`src/rtl/instr_fetch.sv`:
```
`default_nettype none
// ============================================================================
// Module   : instr_fetch
// Brief    : Fetch stage driving a combinational instruction ROM into a
//            2-entry {pc, instr} queue drained by decode over valid/ready.
// Revision : 1.0 - initial release
// ============================================================================
module instr_fetch #(
    parameter logic [31:0] RESET_PC = 32'h0000_0000
) (
    input  logic        clk,
    input  logic        rst,
    output logic [31:0] imem_addr,
    input  logic [31:0] imem_instr,
    input  logic        redirect_valid,
    input  logic [31:0] redirect_pc,
    output logic        out_valid,
    input  logic        out_ready,
    output logic [31:0] out_instr,
    output logic [31:0] out_pc,
    output logic        fetch_fault,
    output logic [31:0] fetch_count
);

    localparam logic [1:0] C_DEPTH = 2'd2;

    logic [31:0] r_fetch_pc;
    logic [31:0] r_q_pc    [2];
    logic [31:0] r_q_instr [2];
    logic        r_rd_ptr;
    logic        r_wr_ptr;
    logic [1:0]  r_count;
    logic        r_fault;
    logic [31:0] r_fetch_count;

    logic        w_pop;
    logic        w_push;

    assign imem_addr   = r_fetch_pc;
    assign out_valid   = (r_count != 2'd0);
    assign out_pc      = r_q_pc[r_rd_ptr];
    assign out_instr   = r_q_instr[r_rd_ptr];
    assign fetch_fault = r_fault;
    assign fetch_count = r_fetch_count;

    assign w_pop  = out_valid & out_ready;
    // A full queue can still accept when the head leaves in the same cycle.
    assign w_push = ~r_fault & ~redirect_valid & ((r_count != C_DEPTH) | w_pop);

    always_ff @(posedge clk) begin
        if (rst) begin
            r_fetch_pc    <= RESET_PC;
            r_rd_ptr      <= 1'b0;
            r_wr_ptr      <= 1'b0;
            r_count       <= 2'd0;
            r_fault       <= 1'b0;
            r_fetch_count <= 32'd0;
        end else begin
            // A pop coincident with a redirect is still a completed handshake.
            if (w_pop) begin
                r_fetch_count <= r_fetch_count + 32'd1;
            end

            if (redirect_valid) begin
                r_count    <= 2'd0;
                r_rd_ptr   <= r_wr_ptr;
                r_fetch_pc <= redirect_pc;
                r_fault    <= (redirect_pc[1:0] != 2'b00);
            end else begin
                if (w_push) begin
                    r_wr_ptr   <= ~r_wr_ptr;
                    r_fetch_pc <= r_fetch_pc + 32'd4;
                end
                if (w_pop) begin
                    r_rd_ptr <= ~r_rd_ptr;
                end
                case ({w_push, w_pop})
                    2'b10:   r_count <= r_count + 2'd1;
                    2'b01:   r_count <= r_count - 2'd1;
                    default: r_count <= r_count;
                endcase
            end
        end
    end

    // Payload needs no reset: entries are only observed once count says valid.
    always_ff @(posedge clk) begin
        if (w_push) begin
            r_q_pc[r_wr_ptr]    <= r_fetch_pc;
            r_q_instr[r_wr_ptr] <= imem_instr;
        end
    end

endmodule
`default_nettype wire
```
`config.mk`:
```
export PLATFORM = sky130hd
export DESIGN_NAME = instr_fetch
export DESIGN_NICKNAME = d
export VERILOG_FILES = /design/src/rtl/instr_fetch.sv
export SDC_FILE = /design/constraint.sdc
export NUM_CORES = 1
export LEC_CHECK = 0
export ABC_AREA = 1
export CAP_MARGIN = 20
export CORE_ASPECT_RATIO = 2
export CORE_MARGIN = 4
export CORE_UTILIZATION = 39
export CTS_BUF_LIST = sky130_fd_sc_hd__clkbuf_8 sky130_fd_sc_hd__clkbuf_16
export DETAILED_ROUTE_END_ITERATION = 8
export HOLD_SLACK_MARGIN = 0.06
export PLACE_DENSITY = 0.7
export SYNTH_ARGS = -nofsm -noshare
export SYNTH_HDL_FRONTEND = slang
export SYNTH_SLANG_ARGS = --single-unit
```
`constraint.sdc`:
```
create_clock -name clk -period 5.4 [get_ports clk]
set_input_delay 0.81 -clock clk [delete_from_list [all_inputs] [get_ports clk]]
set_output_delay 0.81 -clock clk [all_outputs]
set_load 0.01 [all_outputs]
```
==> impl_metrics.csv <==
group,metric,value,unit
outcome,outcome,"completed",
global_routing,overflow,0,
sta,min_period_over_period,62.6,%
sta,fmax,296,MHz
place,placed_cells,1350,
power_and_ir_drop,power_density,295,nW/um2
clocking,cts_tree,"yes",
sta,worst_slew_pin_slew,0.910,ns
hold_path,min_path_type,"reg2reg",
critical_path,crit_type,"reg2out",
cells_and_area,mostFrequentLayoutCells,"nand2_1, clkdlybuf4s50_1, edfxtp_1",
drt,routedWlPerCell,17.0,um
synthesis,ys_seq_area_share,59.2,%
clocking,post-cts-setup-buffer-count,0,
cells_and_area,fin_util,52.7,%
synthesis,ys_warn_count,0,
critical_path,max_stage_delay,0.60,ns
cells_and_area,fin_cells,1383,
critical_path,cp_max_fo,49,
power_and_ir_drop,switching_power,0.843,mW
place,placed_area,11100,um2
critical_path,arrival,2.57,ns
sta,finClkSkew,0.00871,ns
sta,maxSlewViolCount,0,
clocking,h-tree-depth,4,
place,place_hpwl,17400,um
critical_path,crit_path_start_kind,"flip-flop",
cells_and_area,drive_above_1_share,12.5,%
global_routing,track_usage,18.8,%
floorplanning,rows,77,
sta,setup_tns,0,ns
drt,wirelength,23500,um
sta,period_minus_slack,3.38,ns
synthesis,ys_seq_elements,198,
power_and_ir_drop,clkPwrFrac,37.0,%
place,portBuffers,197,
sta,worst_slack,2.02,ns
clocking,cts.sinks,198,
cells_and_area,antenna_cells,0,
clocking,cts_root_buf,"clkbuf_16",
synthesis,synth_edf_count,128,
floorplanning,die_h,221,um
cells_and_area,fin_area,11700,um2
synthesis,synthesis.nets,964,
critical_path,reg2reg_setup_slack,3.40,ns
floorplanning,die_x,115,um
power_and_ir_drop,total_power,3.46,mW
hold_path,min_path_cells,2,
critical_path,path_delay_family,"buffers and inverters",
critical_path,crit_cells,3,
global_routing,grt_pass1_wl,36600,um
critical_path,cp_slowest_cell,"buf_4",
global_routing,antenna_found_initial,0,
drt,antenna_left,0,
power_and_ir_drop,cellLeakagePower,4.20,nW
synthesis,synth-main-ff-cell,"edfxtp_1",
power_and_ir_drop,p_sw_share,24.4,%
critical_path,end_kind,"primary output",
power_and_ir_drop,p_int,2.62,mW
drt,drc,0,
power_and_ir_drop,peakVddDrop,0.222,mV
critical_path,r2r_cells,4,
synthesis,synth.area.top_cells,"edfxtp_1, dfxtp_1, nand2_1",
clocking,clockBufferDepth,2,
place,gp_congestion,0.886,
place,post-place-ws,1.93,ns
drt,vias,6861,
power_and_ir_drop,p_seq_share,50.5,%
global_routing,grt_pass1_vias,7049,
drt,dr.first_iter.drc_count,385,
cells_and_area,area.growth.synth_to_final,32.4,%
sta,grt_setup_unrepaired,"no",
cells_and_area,nNetsFinal,1164,
floorplanning,core_area,22300,um2
critical_path,crit_chain,"buf_4 > mux2_2 > clkdlybuf4s50_1",
critical_path,cp.required,4.59,ns
cells_and_area,final_common_cell,"nand2_1",
run,drv_cap,0,
clocking,holdBufCountCts,0,
floorplanning,die_area,25300,um2
sta,maxSlewHeadroom,39.4,%
synthesis,async_reset_ff_share,0,%
synthesis,yosysTopAreaCellShare,43.4,%
drt,viasPerCell,4.96,
clocking,clk_latency,0.44,ns
synthesis,synthDistinctLibCells,36,
drt,drtPass1Iterations,5,
clocking,cts_buffers,17,
power_and_ir_drop,p_comb_share,12.5,%
sta,fin_hold_ws,0.497,ns
clocking,cts-resized-gates,0,
clocking,clk_pin_slew_worst_paths,0.07,ns
floorplanning,io_pins,198,
critical_path,path_buf_inv,2,
synthesis,syn-cell-area,8850,um2
synthesis,yosys.area.top_type,"edfxtp_1",
global_routing,grt_start_max_net_pins,66,
sta,setup_violations,0,
sta,hold_viol,0,
floorplanning,start_util,39.8,%
synthesis,syn_area_per_cell,9.90,um2
synthesis,syn_inst,894,
==> worst reg2reg max path, stage by stage, from the launching register on <==
cell and delay (ns):
dfxtp_1 0.45, nand3b_1 0.20, nand2_4 0.13, nor2_4 0.10, buf_4 0.69
==> metal layers <==
metal  wire [um]  vias up  GRT usage, %
met5           0        -             0
met4         887        0          8.67
met3        1220       46          4.07
met2       13600      200          36.5
met1        7850     3236          18.0
li1            -     3379             -
==> Yosys cell counts, types with 2 or more instances <==
cell type,count
a21oi_1,36
a31oi_1,9
buf_1,3
buf_2,7
buf_4,3
buf_6,2
clkbuf_1,8
dfxtp_1,70
edfxtp_1,128
ha_1,2
inv_1,91
inv_2,2
mux2_2,64
nand2_1,220
nand2_2,6
nand2_4,2
nand3_1,40
nand3_2,2
nand4_1,8
nor2_1,105
nor2_2,9
nor2_4,6
nor3_1,5
nor3b_1,2
nor3b_2,3
o211ai_1,3
o21ai_0,32
o21ai_1,4
o21bai_1,2
xnor2_1,4
xor2_1,11
==> registers in the layout (all words and copies together) (netlist names), named ones only <==
register,flops
r_q_pc,64
r_rd_ptr,1
imem_addr,32
r_count,2
r_wr_ptr,1
fetch_fault,1
r_q_instr,64
fetch_count,32
==> layout make-up <==
cell class | count | area [um2]
fill | 1977 | 10500
sequential | 198 | 5250
multi-input combinational | 580 | 3150
timing repair buffer | 204 | 2040
clock buffer | 17 | 425
inverter | 93 | 349
tap | 276 | 345
clock inverter | 15 | 168
==> power by group through the flow <==
stage / clock network, mW / logic [mW] / registers (mW)
after floorplan: 0 / 0.198 / 1.77
after global placement: 0 / 0.430 / 1.78
after detailed placement: 0 / 0.434 / 1.78
after CTS: 1.31 / 0.436 / 1.75
after global routing: 1.37 / 0.466 / 1.76
final: 1.28 / 0.432 / 1.75
==> logic make-up after synthesis <==
logic type	share of synthesized area [%]
compound gates	5.44
xor+xnor	1.48
fa+ha+maj	0.283
buf+inv	5.31
flops	59.2
mux	8.14
simple gates	20.1
==> worst paths after layout <==
path | from | endpoint
max reg2reg | r_count[0] | r_q_instr[1][0]
min reg2reg | imem_addr[0] | imem_addr[0]
max | flip-flop | out_pc[18]
min | imem_addr[0] | imem_addr[0]
Power figures use the tool's default switching activity.
